**config.mk**
```make
export PLATFORM = sky130hd
export DESIGN_NAME = adap_pred_rec_sig_mc
export DESIGN_NICKNAME = d
export VERILOG_FILES = /design/src/rtl/adap_pred_rec_sig_mc.sv
export SDC_FILE = /design/constraint.sdc
export NUM_CORES = 1
export LEC_CHECK = 0
export BUFFER_PORTS_ARGS = -buffer_cell sky130_fd_sc_hd__buf_2
export CAP_MARGIN = 20
export CORE_ASPECT_RATIO = 2
export CORE_UTILIZATION = 25
export DETAILED_ROUTE_END_ITERATION = 12
export SYNTH_ARGS = -nofsm -noshare
export SYNTH_HDL_FRONTEND = slang
export SYNTH_SLANG_ARGS = --single-unit
```
**constraint.sdc**
```tcl
create_clock -name clk -period 2.05 [get_ports clk]
set_clock_uncertainty 0.2 [all_clocks]
set_input_delay 0.1025 -clock clk [delete_from_list [all_inputs] [get_ports clk]]
set_output_delay 0.1025 -clock clk [all_outputs]
set_load 0.01 [all_outputs]
```
**src/rtl/adap_pred_rec_sig_mc.sv**
```systemverilog
// Multi-channel reconstructed-signal stage of the ADPCM adaptive predictor.
// Each accepted sample yields SR = SE + DQ, its floating form SR0, and the
// partial-signal sign PK0 / zero flag SIGPK. Per-channel SR1/SR2 and
// PK1/PK2 delay lines are kept in small register files.
module adap_pred_rec_sig_mc #(
    parameter int NCH  = 4,
    parameter int CH_W = 2
) (
    input  logic            clk,
    input  logic            reset,
    input  logic            scan_in0,
    input  logic            scan_en,
    output logic            scan_out0,
    input  logic            in_valid,
    output logic            in_ready,
    input  logic [CH_W-1:0] in_ch,
    input  logic [14:0]     in_se,
    input  logic [14:0]     in_sez,
    input  logic [14:0]     in_dq,
    input  logic            clr_valid,
    input  logic [CH_W-1:0] clr_ch,
    output logic            out_valid,
    input  logic            out_ready,
    output logic [CH_W-1:0] out_ch,
    output logic [15:0]     out_sr,
    output logic [10:0]     out_sr0,
    output logic [10:0]     out_sr1,
    output logic [10:0]     out_sr2,
    output logic            out_pk0,
    output logic            out_pk1,
    output logic            out_pk2,
    output logic            out_sigpk
);

    // Floating-point representation of a zero signal.
    localparam logic [10:0] SR_ZERO = 11'd32;

    logic [10:0] sr1_mem [NCH];
    logic [10:0] sr2_mem [NCH];
    logic        pk1_mem [NCH];
    logic        pk2_mem [NCH];

    logic        accept;
    logic        in_ok;
    logic        clr_ok;
    logic        hit_clr;
    logic        use_hist;
    logic [15:0] dqi;
    logic [15:0] sei;
    logic [15:0] sezi;
    logic [15:0] sr;
    logic [15:0] dqsez;
    logic        srs;
    logic [14:0] mag;
    logic [3:0]  expo;
    logic [5:0]  mant;
    logic [10:0] sr0;
    logic        pk0;
    logic        sigpk;
    logic [10:0] rd_sr1;
    logic [10:0] rd_sr2;
    logic        rd_pk1;
    logic        rd_pk2;
    logic        unused_scan;

    // Scan pins are stitched during synthesis; no functional role here.
    assign scan_out0   = 1'b0;
    assign unused_scan = scan_in0 ^ scan_en;

    assign in_ready = !out_valid || out_ready;
    assign accept   = in_valid && in_ready;
    assign in_ok    = 32'(in_ch) < NCH;
    assign clr_ok   = 32'(clr_ch) < NCH;

    // Sign-magnitude DQ to two's complement, then the two adders (ADDB/ADDC).
    always_comb begin
        dqi   = in_dq[14] ? (16'd0 - {2'b00, in_dq[13:0]}) : {2'b00, in_dq[13:0]};
        sei   = {in_se[14], in_se};
        sezi  = {in_sez[14], in_sez};
        sr    = dqi + sei;
        dqsez = dqi + sezi;
        pk0   = dqsez[15];
        sigpk = (dqsez == 16'd0);
    end

    // FLOATB: magnitude, exponent from the leading one, normalised mantissa.
    always_comb begin
        srs  = sr[15];
        mag  = srs ? 15'(16'd0 - sr) : sr[14:0];
        expo = 4'd0;
        for (int i = 0; i < 15; i++) begin
            if (mag[i]) begin
                expo = 4'(i + 1);
            end
        end
        mant = (mag == 15'd0) ? 6'd32 : 6'(({6'd0, mag} << 6) >> expo);
        sr0  = {srs, expo, mant};
    end

    // History read; a same-cycle clear of this channel forces the cleared view.
    always_comb begin
        hit_clr  = clr_valid && clr_ok && (clr_ch == in_ch);
        use_hist = in_ok && !hit_clr;
        rd_sr1   = SR_ZERO;
        rd_sr2   = SR_ZERO;
        rd_pk1   = 1'b0;
        rd_pk2   = 1'b0;
        if (use_hist) begin
            rd_sr1 = sr1_mem[in_ch];
            rd_sr2 = sr2_mem[in_ch];
            rd_pk1 = pk1_mem[in_ch];
            rd_pk2 = pk2_mem[in_ch];
        end
    end

    // Per-channel delay lines: an accept shifts the line, otherwise a clear resets it.
    always_ff @(posedge clk or negedge reset) begin
        if (!reset) begin
            for (int i = 0; i < NCH; i++) begin
                sr1_mem[i] <= SR_ZERO;
                sr2_mem[i] <= SR_ZERO;
                pk1_mem[i] <= 1'b0;
                pk2_mem[i] <= 1'b0;
            end
        end else begin
            for (int i = 0; i < NCH; i++) begin
                if (accept && in_ok && (32'(in_ch) == i)) begin
                    sr2_mem[i] <= rd_sr1;
                    sr1_mem[i] <= sr0;
                    pk2_mem[i] <= rd_pk1;
                    pk1_mem[i] <= pk0;
                end else if (clr_valid && clr_ok && (32'(clr_ch) == i)) begin
                    sr1_mem[i] <= SR_ZERO;
                    sr2_mem[i] <= SR_ZERO;
                    pk1_mem[i] <= 1'b0;
                    pk2_mem[i] <= 1'b0;
                end
            end
        end
    end

    // Output register: loads on accept, holds while stalled, drops valid once consumed.
    always_ff @(posedge clk or negedge reset) begin
        if (!reset) begin
            out_valid <= 1'b0;
            out_ch    <= '0;
            out_sr    <= 16'd0;
            out_sr0   <= 11'd0;
            out_sr1   <= 11'd0;
            out_sr2   <= 11'd0;
            out_pk0   <= 1'b0;
            out_pk1   <= 1'b0;
            out_pk2   <= 1'b0;
            out_sigpk <= 1'b0;
        end else if (accept) begin
            out_valid <= 1'b1;
            out_ch    <= in_ch;
            out_sr    <= sr;
            out_sr0   <= sr0;
            out_sr1   <= rd_sr1;
            out_sr2   <= rd_sr2;
            out_pk0   <= pk0;
            out_pk1   <= rd_pk1;
            out_pk2   <= rd_pk2;
            out_sigpk <= sigpk;
        end else if (out_ready) begin
            out_valid <= 1'b0;
        end
    end

endmodule

```
==> results of run 1 <==
## registers in the layout, summed over array words and instances (netlist names)
signal,cells
out_ch,2
out_pk0,1
out_pk1,1
out_pk2,1
out_sigpk,1
out_sr,16
out_sr0,10
out_sr1,11
out_sr2,11
out_valid,1
pk1_mem,4
pk2_mem,4
sr1_mem,44
sr2_mem,44
## metal layers
layer / vias up / track usage / wire [µm]
met1: 4664 / 0.1608 / 11770
met3: 111 / 0.02880 / 1079
li1: 4420 / - / -
met4: 0 / 0.1232 / 2128
met2: 269 / 0.3762 / 21350
met5: - / 0 / 0
## worst max-delay path: cells and delay by family
kind,cells,cell delay (ns)
fa+ha+maj,1,0.29
simple gates,4,1.71
xor+xnor,1,0.15
mux,2,0.41
compound gates,11,2.28
buf+inv,4,0.56
## repair_timing
item / in CTS / in global routing
gates resized for setup: 150 / 92
endpoints found under the setup margin: 101 / 82
pin swaps: 50 / 35
hold buffers: 7 / 0
setup buffers: 24 / 23
hold endpoints to repair: 156 / 0
gates cloned: 2 / 0
## layout make-up
| type | count | area [µm²] | area share |
|---|---|---|---|
| Clock buffer | 19 | 432.9 | 0.02827 |
| Clock inverter | 12 | 201.4 | 0.01316 |
| Inverter | 26 | 112.6 | 0.007354 |
| Multi-Input combinational cell | 718 | 6698 | 0.4374 |
| Sequential cell | 151 | 3789 | 0.2474 |
| Tap cell | 515 | 644.4 | 0.04208 |
| Timing Repair Buffer | 447 | 3435 | 0.2243 |
## report_power, final
part,internal [mW],switching [mW],leakage [nW]
clock network,2.16,1.27,0.303
logic,3.93,3.91,4.69
registers,3.58,0.341,1.95
## worst max-delay path by stage
stage | start | end | slack, ns
after floorplan | in_dq[6] | out_sr0[1] | -3.38
after global placement | in_dq[6] | out_sr0[4] | -4.04
after detailed placement | in_dq[6] | sr1_mem[11] | -4.08
after CTS | in_dq[3] | sr1_mem[0] | -3.24
after global routing | in_dq[3] | sr1_mem[33] | -3.45
final | in_dq[3] | sr1_mem[33] | -3.31
## Yosys cell counts (all sizes together) (11+ instances only)
library cell  instances  area [µm²]
nor3                 24       125.1
nand2b               16       100.1
mux2i                16       160.2
mux4                 24       540.5
mux2                 12       142.6
buf                  15       141.4
clkbuf               41       229.0
a22o                 87       762.0
a21o                 11       85.08
ha                   33       412.9
nand3                18       95.09
or3                  12       76.33
o21ai                75       386.6
dfrtp               143        3578
a211oi               11       115.1
inv                  26       97.59
nand2                91       351.6
a21oi                46       234.0
xnor2                34       316.6
nor2                 51       201.5
## logic make-up after synthesis
logic type | after synthesis | synth area share
AND/OR/NAND/NOR | 259 | 0.1354
buffers and inverters | 82 | 0.04805
adder cells (fa/ha/maj) | 35 | 0.04651
multiplexers | 52 | 0.08659
flip-flops | 151 | 0.3890
AO/OA/AOI/OAI | 328 | 0.2535
XOR/XNOR | 43 | 0.04060
other | 1 | 0.0003850
==> metrics.txt, run 1 <==
status complete, but fails checks; failing checks setup timing; Horiz. Die Dim 141.6 µm; YS warnings 0; Crit path required time 2.19 ns; CTS sink cnt 151; Slew Viols, Final 0; Finish-stage setup viols 66; Cells after Synth 951; Critical Path, Cell by Cell buf_6, or4_4, or2_4, or4_4, o31ai_4, xnor2_2, ha_1, a21o_4, a211oi_4, a2bb2oi_4, a21bo_4, buf_12, a221oi_2, a21o_1, o2bb2ai_2, or3_4, o211ai_4, buf_6, mux2i_4, mux2i_4, buf_6, o221a_4, o21ai_1; Post-synth EDFFs 0; most common cell after layout, fill and taps aside buf_4; pin count of the biggest net entering global routing 56; Reg2Reg Depth 9; Syn Std Cell Area 9739 µm²; antenna cells 0; Crit-path slowest cell or4_4; Worst-path clk slew 0.06 ns; initial antenna violation count 0; max_cap viols 0; Tmin final 5.360 ns; R2R setup slack -0.03 ns; Slew @ Worst Pin 0.5760 ns; Clock Latency Late Sink 0.43 ns; H-tree depth 4; Yosys reg bits 151; fill count 3733; crit path kind input pin to flop; RR Endpoint out_sigpk; Top FF cell, synth dfrtp_1; leakage power 6.944 nW; CTS Buffer Depth 2; register area share after synthesis 0.3890; ANT nets after route 0; Non-Filler Instances 1888; VDD IR max 0.0006045 V; pre-CTS WS -4.079 ns; Hold Path End sr1_mem[38]; number of buffers added on ports 110; Synth cell types 107; share of cells above drive strength 1 0.5178; class of the worst hold path input pin to flop; hold path startpoint clr_ch[1]; cell row count 101; CTS Buf Count 17; die area 39800 µm²; post-layout instance area 15310 µm²; most frequent cells in the layout buf_4, dfrtp_1, buf_2; fin crit share 2.615; via density per instance 5.013; Total Wirelength 36330 µm; core box area 38160 µm²; total number of vias 9464; Fin. Hold Viols 0; die height 281.1 µm; final worst slack -3.310 ns; I/O pins 114; Rel. slew slack 0.6061; CTS tree built; WL per Instance 19.24 µm; dpl cells 1808; hold_ws 0.01777 ns; Final #Nets 1452; Crit. End Element flop; drt drc 0; Avg Synthesized Cell Area 10.24 µm²; post-layout util 0.4012; Max Fanout on Critical Path 8; first-pass GRT wire length 55900 µm; most frequent CP cell buf_6; number of global-route vias before repair 10.16k; gpl congestion 0.9221; final global-route overflow total 0; RR Startpoint out_valid; crit-path max cell delay 0.54 ns; WHS Path Cells 4; initial core utilization 0.2552; Synth async-reset ratio 1.000; WP data arrival 5.50 ns; DRT iter0 DRCs 460; Design Power 15.18 mW; RSZ-0062 raised after global routing true; first-pass iteration count of the detailed router 5; clk root buf clkbuf_16; CP startpoint kind input pin; placed cell area 13110 µm²; setup tns final -155.86 ns; syn nets 1042; DP HPWL 28330 µm; Peak Freq 0.1866 GHz; P&R area growth vs syn 57.22%; GRT Util Overall 0.1851; pwr dens 991.5 nW/µm²
Note: power is estimated with default switching activity, not from simulation.
==> run 2: changes to the inputs <==
--- a/config.mk
+++ b/config.mk
@@ -5,11 +5,15 @@
 export SDC_FILE = /design/constraint.sdc
 export NUM_CORES = 1
 export LEC_CHECK = 0
+export ABC_AREA = 1
 export BUFFER_PORTS_ARGS = -buffer_cell sky130_fd_sc_hd__buf_2
 export CAP_MARGIN = 20
+export CELL_PAD_IN_SITES_DETAIL_PLACEMENT = 0
+export CELL_PAD_IN_SITES_GLOBAL_PLACEMENT = 1
 export CORE_ASPECT_RATIO = 2
 export CORE_UTILIZATION = 25
 export DETAILED_ROUTE_END_ITERATION = 12
+export PLACE_DENSITY_LB_ADDON = 0.1
 export SYNTH_ARGS = -nofsm -noshare
 export SYNTH_HDL_FRONTEND = slang
 export SYNTH_SLANG_ARGS = --single-unit
==> metrics.txt, run 2 <==
status complete, but fails checks; failing checks setup timing; DP HPWL 26560 µm (-6.3%); pin count of the biggest net entering global routing 64 (+14%); number of global-route vias before repair 9643 (-5.1%); main combinational cell family by area after synthesis simple AND/OR/NAND/NOR gates; total number of vias 8960 (-5.3%); ranking of synthesized cells by area dfrtp_1, nand2_1, o21ai_0; Psw 6.252 mW (+13%); RR Startpoint out_valid; final global-route overflow total 0 (unchanged); clk root buf clkbuf_16; Synth cell types 52 (-51%); ANT nets after route 0 (unchanged); Avg Synthesized Cell Area 7.913 µm² (-23%); Top FF cell, synth dfrtp_1; WP data arrival 3.87 ns (-1.63 ns); placed cell area 11710 µm² (-11%); register area share after synthesis 0.4337 (+0.04468); CTS Buf Count 17 (unchanged); leakage power 6.963 nW (+0.26%); die height 266.4 µm (-5.3%); VDD IR max 0.0006761 V (+12%); WL per Instance 17.78 µm (-7.6%); count leader, synth nand2_1; syn nets 1195 (+15%); RSZ-0062 raised after global routing true; logic gate share of total power 0.530 (+0.014); internal power 9.206 mW (-4.7%); most common cell after layout, fill and taps aside nand2_1; H-tree depth 4 (unchanged); biggest regs sr1_mem: 44 flops, sr2_mem: 44 flops, out_sr: 16 flops; post-layout util 0.4229 (+0.02171); drt drc 0 (unchanged); gr busiest metal met2; Non-Filler Instances 1935 (+2.5%); Yosys top cell by area dfrtp_1; Multi-input gate area 5966 µm² (-11%); initial core utilization 0.2543 (-0.0008986); Synth Area in Simple Gates 0.2515 (+0.1161); Crit. Startpoint in_dq[2]; Sw Ratio 0.4044 (+0.04095); Clock Latency Late Sink 0.45 ns (+0.02 ns); Worst-path clk slew 0.07 ns (about the same); die area 35740 µm² (-10%); Synth Area in Compound Gates 0.1391 (-0.1144); CTS tree built; Crit path required time 2.18 ns (about the same); hold path startpoint in_valid; via density per instance 4.630 (-7.6%); Horiz. Die Dim 134.2 µm (-5.2%); fin crit share 1.824 (-0.7907); Finish-stage setup viols 64 (-3.0%); FF/Latch Area 3789 µm² (unchanged); YS warnings 0 (unchanged); most frequent cells in the layout nand2_1, buf_4, dfrtp_1; R2R setup slack 0.20 ns (+0.23 ns); core box area 34350 µm² (-10%); first-pass GRT wire length 53080 µm (-5.0%); DRT iter0 DRCs 352 (-23%); Synth Area in XOR/XNOR 0.05027 (+0.009676); cell row count 96 (-5.0%); share of the synthesized area in the top cell type 0.4096 (+0.04220); Syn Std Cell Area 8736 µm² (-10%); Tmin final 3.739 ns (-1.621 ns); Final #Nets 1572 (+8.3%); Max Fanout on Critical Path 5 (-3); Slew Viols, Final 0 (unchanged); Synth async-reset ratio 1.000 (unchanged); P&R area growth vs syn 66.31%; share of cells above drive strength 1 0.4900 (-0.02788); GRT Util Overall 0.1998 (+0.01473); Clock Power Share 0.206 (-0.020); crit-path max cell delay 0.30 ns (-0.24 ns); GRT met2 Usage 0.4215 (+0.04536); class of the worst hold path input pin to flop; max_cap viols 0 (unchanged); CTS Buffer Depth 2 (unchanged); GR Util met1 0.1775 (+0.01675); Yosys reg bits 151 (unchanged); antenna cells 0 (unchanged); Post-synth EDFFs 0 (unchanged); most frequent cells after synthesis nand2_1, dfrtp_1, inv_1; Total Wirelength 34400 µm (-5.3%); dpl cells 1833 (+1.4%); post-layout instance area 14530 µm² (-5.1%); Crit-path slowest cell ha_1; final worst slack -1.689 ns (+1.621 ns); CTS sink cnt 151 (unchanged); met3 usage 0.02416 (-0.004633); Design Power 15.46 mW (+1.8%); Adder-Cell Fraction of Synth Area 0.05185 (+0.005342); first-pass iteration count of the detailed router 4 (-1); mux contribution to synthesized area 0 (-0.08659); Cells after Synth 1104 (+16%); Peak Freq 0.2674 GHz (+43%); number of buffers added on ports 110 (unchanged); crit path kind input pin to flop; gpl congestion 0.8207 (-11%); Crit. End Element flop; initial antenna violation count 0 (unchanged); pwr dens 1064 nW/µm² (+7.3%); fill count 3544 (-5.1%); Fin. Hold Viols 0 (unchanged); CP startpoint kind input pin; I/O pins 114 (unchanged); sequential share of power 0.263 (+0.005)
-- run 2: changes by cell type after synthesis, sizes merged, moves of 19 or more --
| cell | change |
|---|---|
| xor2 | +22 |
| inv | +95 |
| o22ai | +47 |
| a21oi | -19 |
| nand2 | +270 |
| xnor2 | -20 |
| a22o | -86 |
| mux4 | -24 |
| nand3 | +59 |
-- run 2: kinds of logic (layout without fill, tap and decap cells) --
family,after synthesis,in the layout
buf+inv,161,550
flops,151,151
other cells,1,1
xor+xnor,45,45
fa+ha+maj,35,35
simple gates,509,510
compound gates,202,202
-- run 2: through the flow --
| step | setup TNS (ns) | setup slack [ns] | hold WS [ns] |
|---|---|---|---|
| final | -77.12 | -1.689 | 0.03498 |
| after global routing | -90.36 | -1.959 | 0.05997 |
| after CTS | -78.92 | -1.733 | 0.02746 |
| after detailed placement | -127.33 | -2.497 | -0.1209 |
| after global placement | -126.50 | -2.530 | -0.1282 |
| after floorplan | -73.78 | -1.653 | -0.3931 |
-- run 2: worst max-delay path, delay by kind of cell --
family / cells / cell delay [ns]
AOI/OAI and AO/OA: 3 / 0.55
and+or+nand+nor: 20 / 1.95
adders and majority gates: 1 / 0.30
xor gates and xnor gates: 1 / 0.18
buffers and inverters: 7 / 0.77
-- run 2: layout make-up --
type / count / area share
repair buffers: 393 / 0.2136
multi-input cells: 793 / 0.4106
clock buffers: 18 / 0.03023
flip-flops and latches: 151 / 0.2608
clock inverters: 14 / 0.01025
inverters: 125 / 0.03660
well taps: 441 / 0.03798
-- run 2: worst paths after layout --
kind / endpoint / depth (start not counted)
hold reg to reg: sr1_mem[5] / 2
setup / recovery: sr1_mem[11] / 32
max in group asynchronous: sr2_mem[16] / 4
hold / removal: out_valid / 4
min in group asynchronous: out_sr1[3] / 3
setup reg to reg: sr1_mem[16] / 6
-- run 2: routing by layer --
| layer | share of wire | vias to the layer above |
|---|---|---|
| met3 | 0.018 | 63 |
| met1 | 0.33 | 4331 |
| met4 | 0.040 | 0 |
| li1 | - | 4393 |
| met2 | 0.61 | 173 |
| met5 | 0 | - |
-- run 2: power by group through the flow --
| stage | registers (mW) | logic, mW | clock network (mW) |
|---|---|---|---|
| after global placement | 4.11 | 6.07 | 0 |
| after global routing | 4.15 | 8.91 | 3.40 |
| after floorplan | 4.16 | 3.19 | 0 |
| final | 4.07 | 8.20 | 3.19 |
| after detailed placement | 4.12 | 6.10 | 0 |
| after CTS | 4.07 | 7.35 | 3.29 |
-- run 2: timing repair --
action / CTS / global route
pin swaps: 99 / 74
gates cloned: 2 / 0
hold buffers: 8 / 0
setup buffers: 47 / 29
setup endpoints to repair: 66 / 89
gates resized for setup: 197 / 180
hold endpoints to repair: 147 / 0
